**src/rtl/uart_tx_fifo.sv**
```systemverilog
// uart_tx_fifo
//   Byte-wide transmit FIFO between the processor output port and the UART
//   transmit engine. Processor write strobes push bytes; a small FSM pops one
//   byte whenever the transmitter is ready and presents it with a one-cycle
//   load pulse, then waits for the transmitter to drop ready before the next.
//
//   Optional feature macro: UART_TX_FIFO_OVF_EN
//     defined   - sticky overflow flag implemented, clr_ovf_i honoured
//     undefined - overflow_o tied to 0, clr_ovf_i ignored (drops still silent)
//
// Ports
//   clk_i        system clock, rising edge
//   reset_i      synchronous active-high reset
//   wr_en_i      push strobe (one push per high cycle)
//   wr_data_i    byte to push
//   tx_rdy_i     transmitter idle / can accept a byte
//   clr_ovf_i    clear sticky overflow
//   tx_load_o    one-cycle pulse, transmitter captures tx_data_o
//   tx_data_o    registered byte handed to the transmitter
//   full_o       count == DEPTH
//   empty_o      count == 0
//   count_o      entries stored (excludes byte already handed off)
//   overflow_o   sticky, set when a push is dropped
module uart_tx_fifo #(
    parameter int DEPTH  = 16,
    parameter int ADDR_W = 4
) (
    input  logic              clk_i,
    input  logic              reset_i,
    input  logic              wr_en_i,
    input  logic [7:0]        wr_data_i,
    input  logic              tx_rdy_i,
    input  logic              clr_ovf_i,
    output logic              tx_load_o,
    output logic [7:0]        tx_data_o,
    output logic              full_o,
    output logic              empty_o,
    output logic [ADDR_W:0]   count_o,
    output logic              overflow_o
);

    typedef enum logic [1:0] {
        ST_IDLE      = 2'd0,
        ST_LOAD      = 2'd1,
        ST_WAIT_BUSY = 2'd2
    } state_e;

    localparam logic [ADDR_W:0] DEPTH_C = (ADDR_W+1)'(DEPTH);

    logic [7:0]        mem_q [DEPTH];
    logic [ADDR_W-1:0] wr_ptr_q, wr_ptr_d;
    logic [ADDR_W-1:0] rd_ptr_q, rd_ptr_d;
    logic [ADDR_W:0]   count_q, count_d;
    logic [7:0]        tx_data_q, tx_data_d;
    logic              tx_load_q, tx_load_d;
    state_e            state_q, state_d;

    logic full, empty, pop, push, drop;

    assign full  = (count_q == DEPTH_C);
    assign empty = (count_q == '0);

    // A push into a full FIFO is still taken when the same cycle pops: the
    // popped slot is the one being written (wr_ptr == rd_ptr), and the read
    // below sees the old contents because the write lands at the clock edge.
    assign push = wr_en_i && (!full || pop);
    assign drop = wr_en_i && full && !pop;

    always_comb begin
        state_d   = state_q;
        pop       = 1'b0;
        tx_load_d = 1'b0;
        tx_data_d = tx_data_q;
        unique case (state_q)
            ST_IDLE: begin
                if (!empty && tx_rdy_i) begin
                    pop       = 1'b1;
                    tx_load_d = 1'b1;
                    tx_data_d = mem_q[rd_ptr_q];
                    state_d   = ST_LOAD;
                end
            end
            ST_LOAD:      state_d = ST_WAIT_BUSY;
            // Transmitter must acknowledge by dropping ready before another load.
            ST_WAIT_BUSY: if (!tx_rdy_i) state_d = ST_IDLE;
            default:      state_d = ST_IDLE;
        endcase
    end

    always_comb begin
        wr_ptr_d = push ? wr_ptr_q + 1'b1 : wr_ptr_q;
        rd_ptr_d = pop  ? rd_ptr_q + 1'b1 : rd_ptr_q;
        count_d  = count_q;
        if (push && !pop)      count_d = count_q + 1'b1;
        else if (pop && !push) count_d = count_q - 1'b1;
    end

    always_ff @(posedge clk_i) begin
        if (reset_i) begin
            state_q   <= ST_IDLE;
            wr_ptr_q  <= '0;
            rd_ptr_q  <= '0;
            count_q   <= '0;
            tx_data_q <= 8'h00;
            tx_load_q <= 1'b0;
        end else begin
            state_q   <= state_d;
            wr_ptr_q  <= wr_ptr_d;
            rd_ptr_q  <= rd_ptr_d;
            count_q   <= count_d;
            tx_data_q <= tx_data_d;
            tx_load_q <= tx_load_d;
        end
    end

    // Storage needs no reset: contents are only read behind count.
    always_ff @(posedge clk_i) begin
        if (push) mem_q[wr_ptr_q] <= wr_data_i;
    end

`ifdef UART_TX_FIFO_OVF_EN
    logic overflow_q, overflow_d;

    // Set wins over a same-cycle clear.
    always_comb begin
        overflow_d = overflow_q;
        if (clr_ovf_i) overflow_d = 1'b0;
        if (drop)      overflow_d = 1'b1;
    end

    always_ff @(posedge clk_i) begin
        if (reset_i) overflow_q <= 1'b0;
        else         overflow_q <= overflow_d;
    end

    assign overflow_o = overflow_q;
`else
    logic unused_ovf;
    assign unused_ovf = clr_ovf_i | drop;
    assign overflow_o = 1'b0;
`endif

    assign tx_load_o = tx_load_q;
    assign tx_data_o = tx_data_q;
    assign full_o    = full;
    assign empty_o   = empty;
    assign count_o   = count_q;

endmodule

```
**config.mk**
```make
export PLATFORM = sky130hd
export DESIGN_NAME = uart_tx_fifo
export DESIGN_NICKNAME = d
export VERILOG_FILES = /design/src/rtl/uart_tx_fifo.sv
export SDC_FILE = /design/constraint.sdc
export NUM_CORES = 1
export LEC_CHECK = 0
export ABC_AREA = 1
export ABC_CLOCK_PERIOD_IN_PS = 2700
export CAP_MARGIN = 0
export CORE_UTILIZATION = 60
export DETAILED_ROUTE_END_ITERATION = 7
export GPL_TIMING_DRIVEN = 0
export PLACE_DENSITY = 0.79
export SYNTH_ARGS = -nofsm -noshare
export SYNTH_HDL_FRONTEND = slang
export SYNTH_SLANG_ARGS = --single-unit
export TNS_END_PERCENT = 5
```
**constraint.sdc**
```tcl
create_clock -name clk_i -period 2.7 [get_ports clk_i]
set_input_delay 0.54 -clock clk_i [delete_from_list [all_inputs] [get_ports clk_i]]
set_output_delay 0.54 -clock clk_i [all_outputs]
set_load 0.005 [all_outputs]
```
# Word level (Yosys, flattened, before mapping)
# Memories as Yosys holds them, arrays and structs flattened. A register that Yosys moved wholly into a read port is not among the register bits.
# Cells that the tools add are included.
[word_totals]
mem_bits_rw = 128
wordCells = 38
ff_bits = 16
mem_bits_ro = 0
latch_bits = 0
n_memories = 1
[mem_list]
columns = ["memory", "depth", "word_bits", "rd", "rd_ports_with_merged_regs", "wr", "line_no", "source"]
rows = [
  ["mem_q", 16, 8, 1, 1, 1, "50", "logic [7:0] mem_q [DEPTH];"],
]
[op_classes]
multipliers = 0
n_lt_le_gt_ge = 0
muxes = 9
n_shift = 0
addsub = 4
bitwise_logic = 0
n_eq_ne = 5
div = 0
n_reduce_logical = 14
[op_table]
columns = ["cell", "n"]
rows = [
  ["5-bit two-way mux", 2],
  ["4-bit by 1-bit adder with 4-bit output (second input constant)", 2],
  ["2-bit one-hot mux with 3 select lines", 1],
  ["5-bit by 1-bit adder with 5-bit output (second input constant)", 1],
  ["5-bit equality test (second input constant)", 1],
  ["5-bit logical NOT", 1],
  ["5-bit by 1-bit subtractor with 5-bit output (second input constant)", 1],
  ["1-bit logical AND", 4],
  ["1-bit logical NOT", 4],
  ["1-bit two-way mux", 4],
  ["2-bit two-way mux", 2],
  ["2-bit != test (second input constant)", 2],
  ["2-bit AND reduction", 2],
  ["2-bit by 1-bit equality test with 1-bit output (second input constant)", 1],
  ["2-bit equality test (second input constant)", 1],
  ["2-bit logical NOT", 1],
  ["2-bit nonzero test", 1],
  ["1-bit logical OR", 1],
]

# Logic depth before layout (Yosys ltp)
# Gate-level depths: netlist of the first run.
[depth]
word_depth = 11
ltp_mapped = 15
mapped_depth_nobuf = 15

# Worst setup path before layout of the first run
# Ideal clock, no wire load.
[synth_timing]
kind = "input-to-reg"
from = "in tx_rdy_i"
to = "reg count_q[4], in the netlist count_o[4]"
required_ns = 2.568
slack_ns = 0.364
setup_time_ns = 0.132
t_arrival_ns = 2.204
stages = 14
cell_sequence = "nand2_1 > nor2_2 > nand2_4 > nand2_2 > nand2_2 > inv_2 > ha_1 > inv_1 > ha_1 > a21oi_1 > o21ai_1 > and2_1 > o21bai_1 > a21oi_1"
[synth_between]
elab_chain_cells = 8
[synth_rtl]
columns = ["element", "line_no", "source"]
rows = [
  ["from (decl)", "32", "input logic tx_rdy_i,"],
  ["1-bit logical AND (*)", "76", "if (!empty && tx_rdy_i) begin"],
  ["1-bit two-way mux (*)", "76", ""],
  ["1-bit two-way mux (*)", "74", "unique case (state_q)"],
  ["1-bit logical OR (*)", "66", "assign push = wr_en_i && (!full || pop);"],
  ["1-bit logical AND (*)", "66", ""],
  ["via push", "58", "logic full, empty, pop, push, drop;"],
  ["1-bit logical NOT", "95", "else if (pop && !push) count_d = count_q - 1'b1;"],
  ["1-bit logical AND", "95", ""],
  ["2-bit nonzero test (no line)", "n/a", ""],
  ["to (signal assigned)", "110", "count_q <= count_d;"],
  ["to (decl)", "53", "logic [ADDR_W:0] count_q, count_d;"],
]
# The timed path passes the listed nets; every way through them passes the cells marked *.
# A chain may end at the register's enable or synchronous reset.

# Final worst setup path of the first run
[layout_timing]
from = "in tx_rdy_i"
to = "reg count_q[3], in the netlist count_o[3]"
# Same word-level chain as after synthesis.

==> reports/summary.txt, run 1 <==
outcome - finished, violations left
failing checks - design-rule violations
count leader, synth - nand2_1
H-tree depth - 4
Final Max Slew Viols - 0
reg-to-reg startpoint - count_o[2]
worst min path class - primary input to flop
gr usage total - 28.6%
# port buffers - 26
yosys warns - 0
GPL Wtd Cong - 0.883
area of the die - 0.0115 sq mm
P per Cell Area - 904 mW/mm^2
endpoints failing setup - 0
top cells by count, synth - nand2_1 (218), edfxtp_1 (128), nand3_1 (95), inv_1 (85), nor2_1 (42)
Syn Area/Cell - 9.84 sq um
Relative slew margins - 42.5%
DIE HEIGHT - 107 um
antenna violation net count after detailed routing - 0
reg-to-reg slack, setup - 260 ps
fin crit share - 91.3%
Core Region - 0.0108 sq mm
clk root buf - clkbuf_8
first-pass GRT wire length - 23300 um
VDD IR-drop max - 0.000553 V
initial antenna violation count - 0
r2r endpoint - count_o[3]
Synth Flop Type - edfxtp_1
asr flop ratio synth - 0%
drt first pass iters - 7
Synth area leaders - edfxtp_1 (58%), nand2_1 (12%), dfxtp_1 (7.2%)
total grt overflow - 0
antenna fix cells - 0
required time worst endpoint - 3130 ps
clk sinks - 152
DR DRC count - 1
Starting Density - 61.6%
final hold viol count - 0
Layout Skew - 6.56 ps
Synth top area share - 57.6%
worst reg2reg path depth - 14
max-capacitance violation count - 0
part of the Yosys area used for sequential elements - 64.8%
Total Power - 6.94 mW
Final Core Density - 70.8%
top cell type by total area after synthesis - edfxtp_1
drt initial violations - 407
Nets - 747
Synth Net Count - 702
Multi-input gate area - 0.00185 sq mm
Area Overhead vs Synth - 15.0%
clock buffer depth - 2
layout cell share with drive strength beyond 1 - 9.78%
Mapped Cells - 678
kind of critical path - primary input to flop
RSZ-0062 raised after global routing - no
Die X - 107 um
HP Start - reset_i
Static Leak - 3.24 nW
IO Count - 30
register area - 0.00432 sq mm
TritonCTS Buffers - 17
maximum fanout along the worst path - 10
Rows - 38
CP Data Arrival Time - 2890 ps
fin crit period - 2460 ps
post-detail-place hpwl - 10400 um
Post-synth EDFFs - 128
number of global-route vias before repair - 4468
Vias/cell - 5.40
vias - 4728
WL final - 15200 um
Cell Area, Synth - 0.00667 sq mm
Clock transition at path regs - 60 ps
WHS Path Cells - 4
clk_lat worst skew - 530 ps
worst slew pin tran - 859 ps
Worst Setup End Kind - flop
register bit total from synthesis - 152
Hold Path End - tx_data_o[0]
CP startpoint kind - primary input
Fmax achieved - 406 MHz
DR WL/cell - 17.3 um
fill cell count - 819
count of cell types in the netlist - 27
CTS tree - yes
Post-CTS Hold Buffers - 0
largest net degree at the start of global routing - 17
[through the flow]
| step | setup slack [ps] | TNS (ps) | cells | hold slack, ps | cell area (sq um) |
|---|---|---|---|---|---|
| 2_1_floorplan | 364 | 0 | 678 | 442 | 6670 |
| 3_3_place_gp | -345 | -13800 | 844 | 451 | 7110 |
| 3_5_place_dp | -455 | -21460 | 844 | 474 | 7110 |
| 4_1_cts | 101 | 0 | 876 | 439 | 7650 |
| 5_1_grt | 21.0 | 0 | 876 | 488 | 7670 |
| 6_report | 235 | 0 | 876 | 460 | 7670 |
[worst max path at each step]
stage / startpoint / end
after floorplan: tx_rdy_i / count_o[4]
after global placement: tx_rdy_i / count_o[4]
after detailed placement: tx_rdy_i / count_o[4]
after CTS: tx_rdy_i / count_o[4]
after global routing: tx_rdy_i / count_o[4]
final: tx_rdy_i / count_o[3]
[area by class of cell]
type / count / area share, %
sequential: 152 / 56.4
multi-input combinational: 404 / 24.1
clock buffer: 17 / 5.40
inverter: 93 / 4.61
timing repair buffer: 26 / 3.39
tap: 140 / 2.28
buffer: 29 / 2.17
clock inverter: 15 / 1.70
[layer usage]
metal	track usage, %	vias to the layer above	routed length [um]
met5	0	-	0
met4	11.5	0	353
met3	5.63	25	1300
met2	44.9	210	7280
met1	39.3	2212	6220
li1	-	2281	-
[report_power, final]
part	leakage, nW	switching (mW)	total, mW	internal [mW]
registers	1.35	0.101	2.80	2.69
logic	1.63	1.24	1.99	0.749
clock network	0.256	0.930	2.15	1.22
[cell usage in the layout (no fill, tap or decap), types with 2 or more instances in the layout]
cell / count
dfxtp_1: 24
nor2_1: 42
a21oi_1: 12
inv_2: 6
inv_4: 2
inv_1: 85
inv_6: 2
buf_2: 16
o21ai_0: 5
clkinv_2: 2
xor2_1: 5
clkinvlp_4: 4
nand2_2: 2
nand2_1: 218
o21ai_1: 5
buf_4: 8
edfxtp_1: 128
nor2_2: 2
nand3_1: 95
clkdlybuf4s50_1: 26
ha_1: 8
clkinv_4: 4
buf_1: 2
clkbuf_16: 16
clkbuf_1: 2
clkinv_1: 2
[critical path: stages]
cell and delay, ps:
clkdlybuf4s50_1 450, nand2_1 70, nor2_2 130, nand2_4 130
nand2_2 120, nand2_2 110, inv_4 120, ha_2 220
inv_1 110, ha_1 330, a21oi_1 140, nand2_1 80
xor2_1 140, o21ai_0 140, inv_1 50
[flip-flops by register name, indices dropped and copies added, names as in the netlist]
register / count
mem_q: 128
tx_data_o: 8
count_o: 5
rd_ptr_q: 4
wr_ptr_q: 4
state_q: 2
tx_load_o: 1
[repair_timing]
action | CTS | global route
setup buffers | 0 | 0
resized for setup | 0 | 4
endpoints found under the setup margin | 0 | 2
[kinds of logic after synthesis]
group	share of synthesized area, %
DFF	64.8
other	0.0562
buffers and inverters	7.76
and+or+nand+nor	22.6
xor gates and xnor gates	0.788
adders and majority gates	2.18
AOI/OAI and AO/OA	1.84
Power figures use the tool's default switching activity.
==> run 2, diff against run 1 <==
--- a/config.mk
+++ b/config.mk
@@ -8,10 +8,9 @@
 export ABC_AREA = 1
 export ABC_CLOCK_PERIOD_IN_PS = 2700
 export CAP_MARGIN = 0
-export CORE_UTILIZATION = 60
+export CORE_UTILIZATION = 35
 export DETAILED_ROUTE_END_ITERATION = 7
 export GPL_TIMING_DRIVEN = 0
-export PLACE_DENSITY = 0.79
 export SYNTH_ARGS = -nofsm -noshare
 export SYNTH_HDL_FRONTEND = slang
 export SYNTH_SLANG_ARGS = --single-unit
==> reports/summary.txt, run 2 (synthesized netlist as in run 1, its figures left out) <==
outcome - finished clean
drt initial violations - 315 (-23%)
CP Data Arrival Time - 2830 ps (-60 ps)
total grt overflow - 0 (unchanged)
GPL Wtd Cong - 0.962 (+9.0%)
Area Overhead vs Synth - 17.1%
Final Max Slew Viols - 0 (unchanged)
CP startpoint kind - primary input
post-detail-place hpwl - 10700 um (+3.6%)
setup TNS - 0 ps (unchanged)
Core Region - 0.0187 sq mm (+73%)
Rows - 50 (+32%)
VDD IR-drop max - 0.000584 V (+5.6%)
largest net degree at the start of global routing - 17 (unchanged)
Post-CTS Hold Buffers - 0 (unchanged)
final worst-path setup slack - 158 ps (-77.8 ps)
Placed Area - 0.00723 sq mm (+1.7%)
H-tree depth - 4 (unchanged)
antenna violation net count after detailed routing - 0 (unchanged)
drt first pass iters - 5 (-2)
Die X - 140 um (+30%)
clk root buf - clkbuf_16
Fmax achieved - 393 MHz (-3.1%)
hold slack - 473 ps (+13.3 ps)
endpoints failing setup - 0 (unchanged)
final hold viol count - 0 (unchanged)
largest register by flop count - mem_q
# port buffers - 26 (unchanged)
kind of critical path - primary input to flop
max-capacitance violation count - 0 (unchanged)
vias - 4562 (-3.5%)
Worst Setup End Kind - flop
Vias/cell - 4.70 (-13%)
fin crit period - 2540 ps (+77.8 ps)
Total Power - 7.11 mW (+2.6%)
fin crit share - 94.2% (+2.9 points)
antenna fix cells - 0 (unchanged)
dpl ws - -414 ps (+40.7 ps)
area of the die - 0.0196 sq mm (+70%)
reg-to-reg startpoint - count_o[0]
commonest non-fill, non-tap cell in the layout - nand2_1
layout cell share with drive strength beyond 1 - 8.70% (-1.1 points)
clk sinks - 152 (unchanged)
gr usage total - 17.3% (-11 points)
DIE HEIGHT - 140 um (+30%)
clock buffer depth - 2 (unchanged)
Final Core Density - 41.8% (-29 points)
Largest register FFs - 128 (unchanged)
DR DRC count - 0 (-1)
Starting Density - 35.7% (-26 points)
P per Cell Area - 911 mW/mm^2 (+0.75%)
RSZ-0062 raised after global routing - no
Crit. Startpoint - tx_rdy_i
TritonCTS Buffers - 17 (unchanged)
DR WL/cell - 16.2 um (-6.2%)
clk_lat worst skew - 420 ps (-110 ps)
Non-Filler Instances - 970 (+11%)
fill cell count - 1764 (+120%)
Nets - 747 (unchanged)
first-pass GRT wire length - 24400 um (+4.7%)
number of global-route vias before repair - 4442 (-0.58%)
worst slew pin tran - 933 ps (+73.8 ps)
maximum fanout along the worst path - 10 (unchanged)
setup repair bufs after CTS - 0 (unchanged)
commonest cells after routing, fill and taps aside - nand2_1 (218), edfxtp_1 (128), nand3_1 (95)
WL final - 15700 um (+3.9%)
required time worst endpoint - 2980 ps (-150 ps)
initial antenna violation count - 0 (unchanged)
CTS tree - yes
worst min path class - flop to flop
IO Count - 30 (unchanged)
dpl cells - 938 (+11%)
HP Start - state_q[1]
Static Leak - 3.25 nW (+0.52%)
Relative slew margins - 37.6% (-4.9 points)
post-route cell area - 0.00781 sq mm (+1.8%)
Clock transition at path regs - 60 ps (about the same)
Layout Skew - 8.33 ps (+1.77 ps)
[run 2: final cells by class]
type / instances / area (sq um) / share of cell area [%]
buffer: 29 / 166 / 2.13
clock buffer: 21 / 440 / 5.64
clock inverter: 11 / 130 / 1.67
inverter: 93 / 354 / 4.53
multi-input combinational: 404 / 1840 / 23.6
sequential: 152 / 4320 / 55.4
tap: 234 / 293 / 3.75
timing repair buffer: 26 / 260 / 3.33
[run 2: what timing repair did]
item	4_1_cts	5_1_grt
endpoints found under the hold margin	0	0
setup endpoints to repair	0	2
resized for setup	0	3
[run 2: worst paths after layout]
check	depth (start not counted)	to	slack, ps
min reg2reg	1	state_q[1]	470
min	1	state_q[1]	470
max	15	count_o[4]	160
max reg2reg	14	count_o[4]	290
[run 2: worst max-delay path: stages]
cell and delay [ps]:
clkdlybuf4s50_1 460, nand2_1 70, nor2_2 120, nand2_4 130
nand2_2 110, nand2_2 100, inv_4 120, ha_4 160
inv_1 80, ha_1 330, a21oi_1 170, o21ai_1 100
and2_1 150, o21bai_1 120, a21oi_1 70
[run 2: routing by layer]
layer / vias to the layer above / track usage (%) / wire (um)
met5: - / 0 / 0
met4: 0 / 6.25 / 294
met3: 20 / 4.89 / 862
met2: 118 / 28.4 / 7570
met1: 2145 / 21.8 / 7020
li1: 2279 / - / -
[run 2: power breakdown]
group / switching, mW / internal (mW)
Combinational: 1.27 / 0.746
Clock: 0.875 / 1.44
Sequential: 0.0902 / 2.70
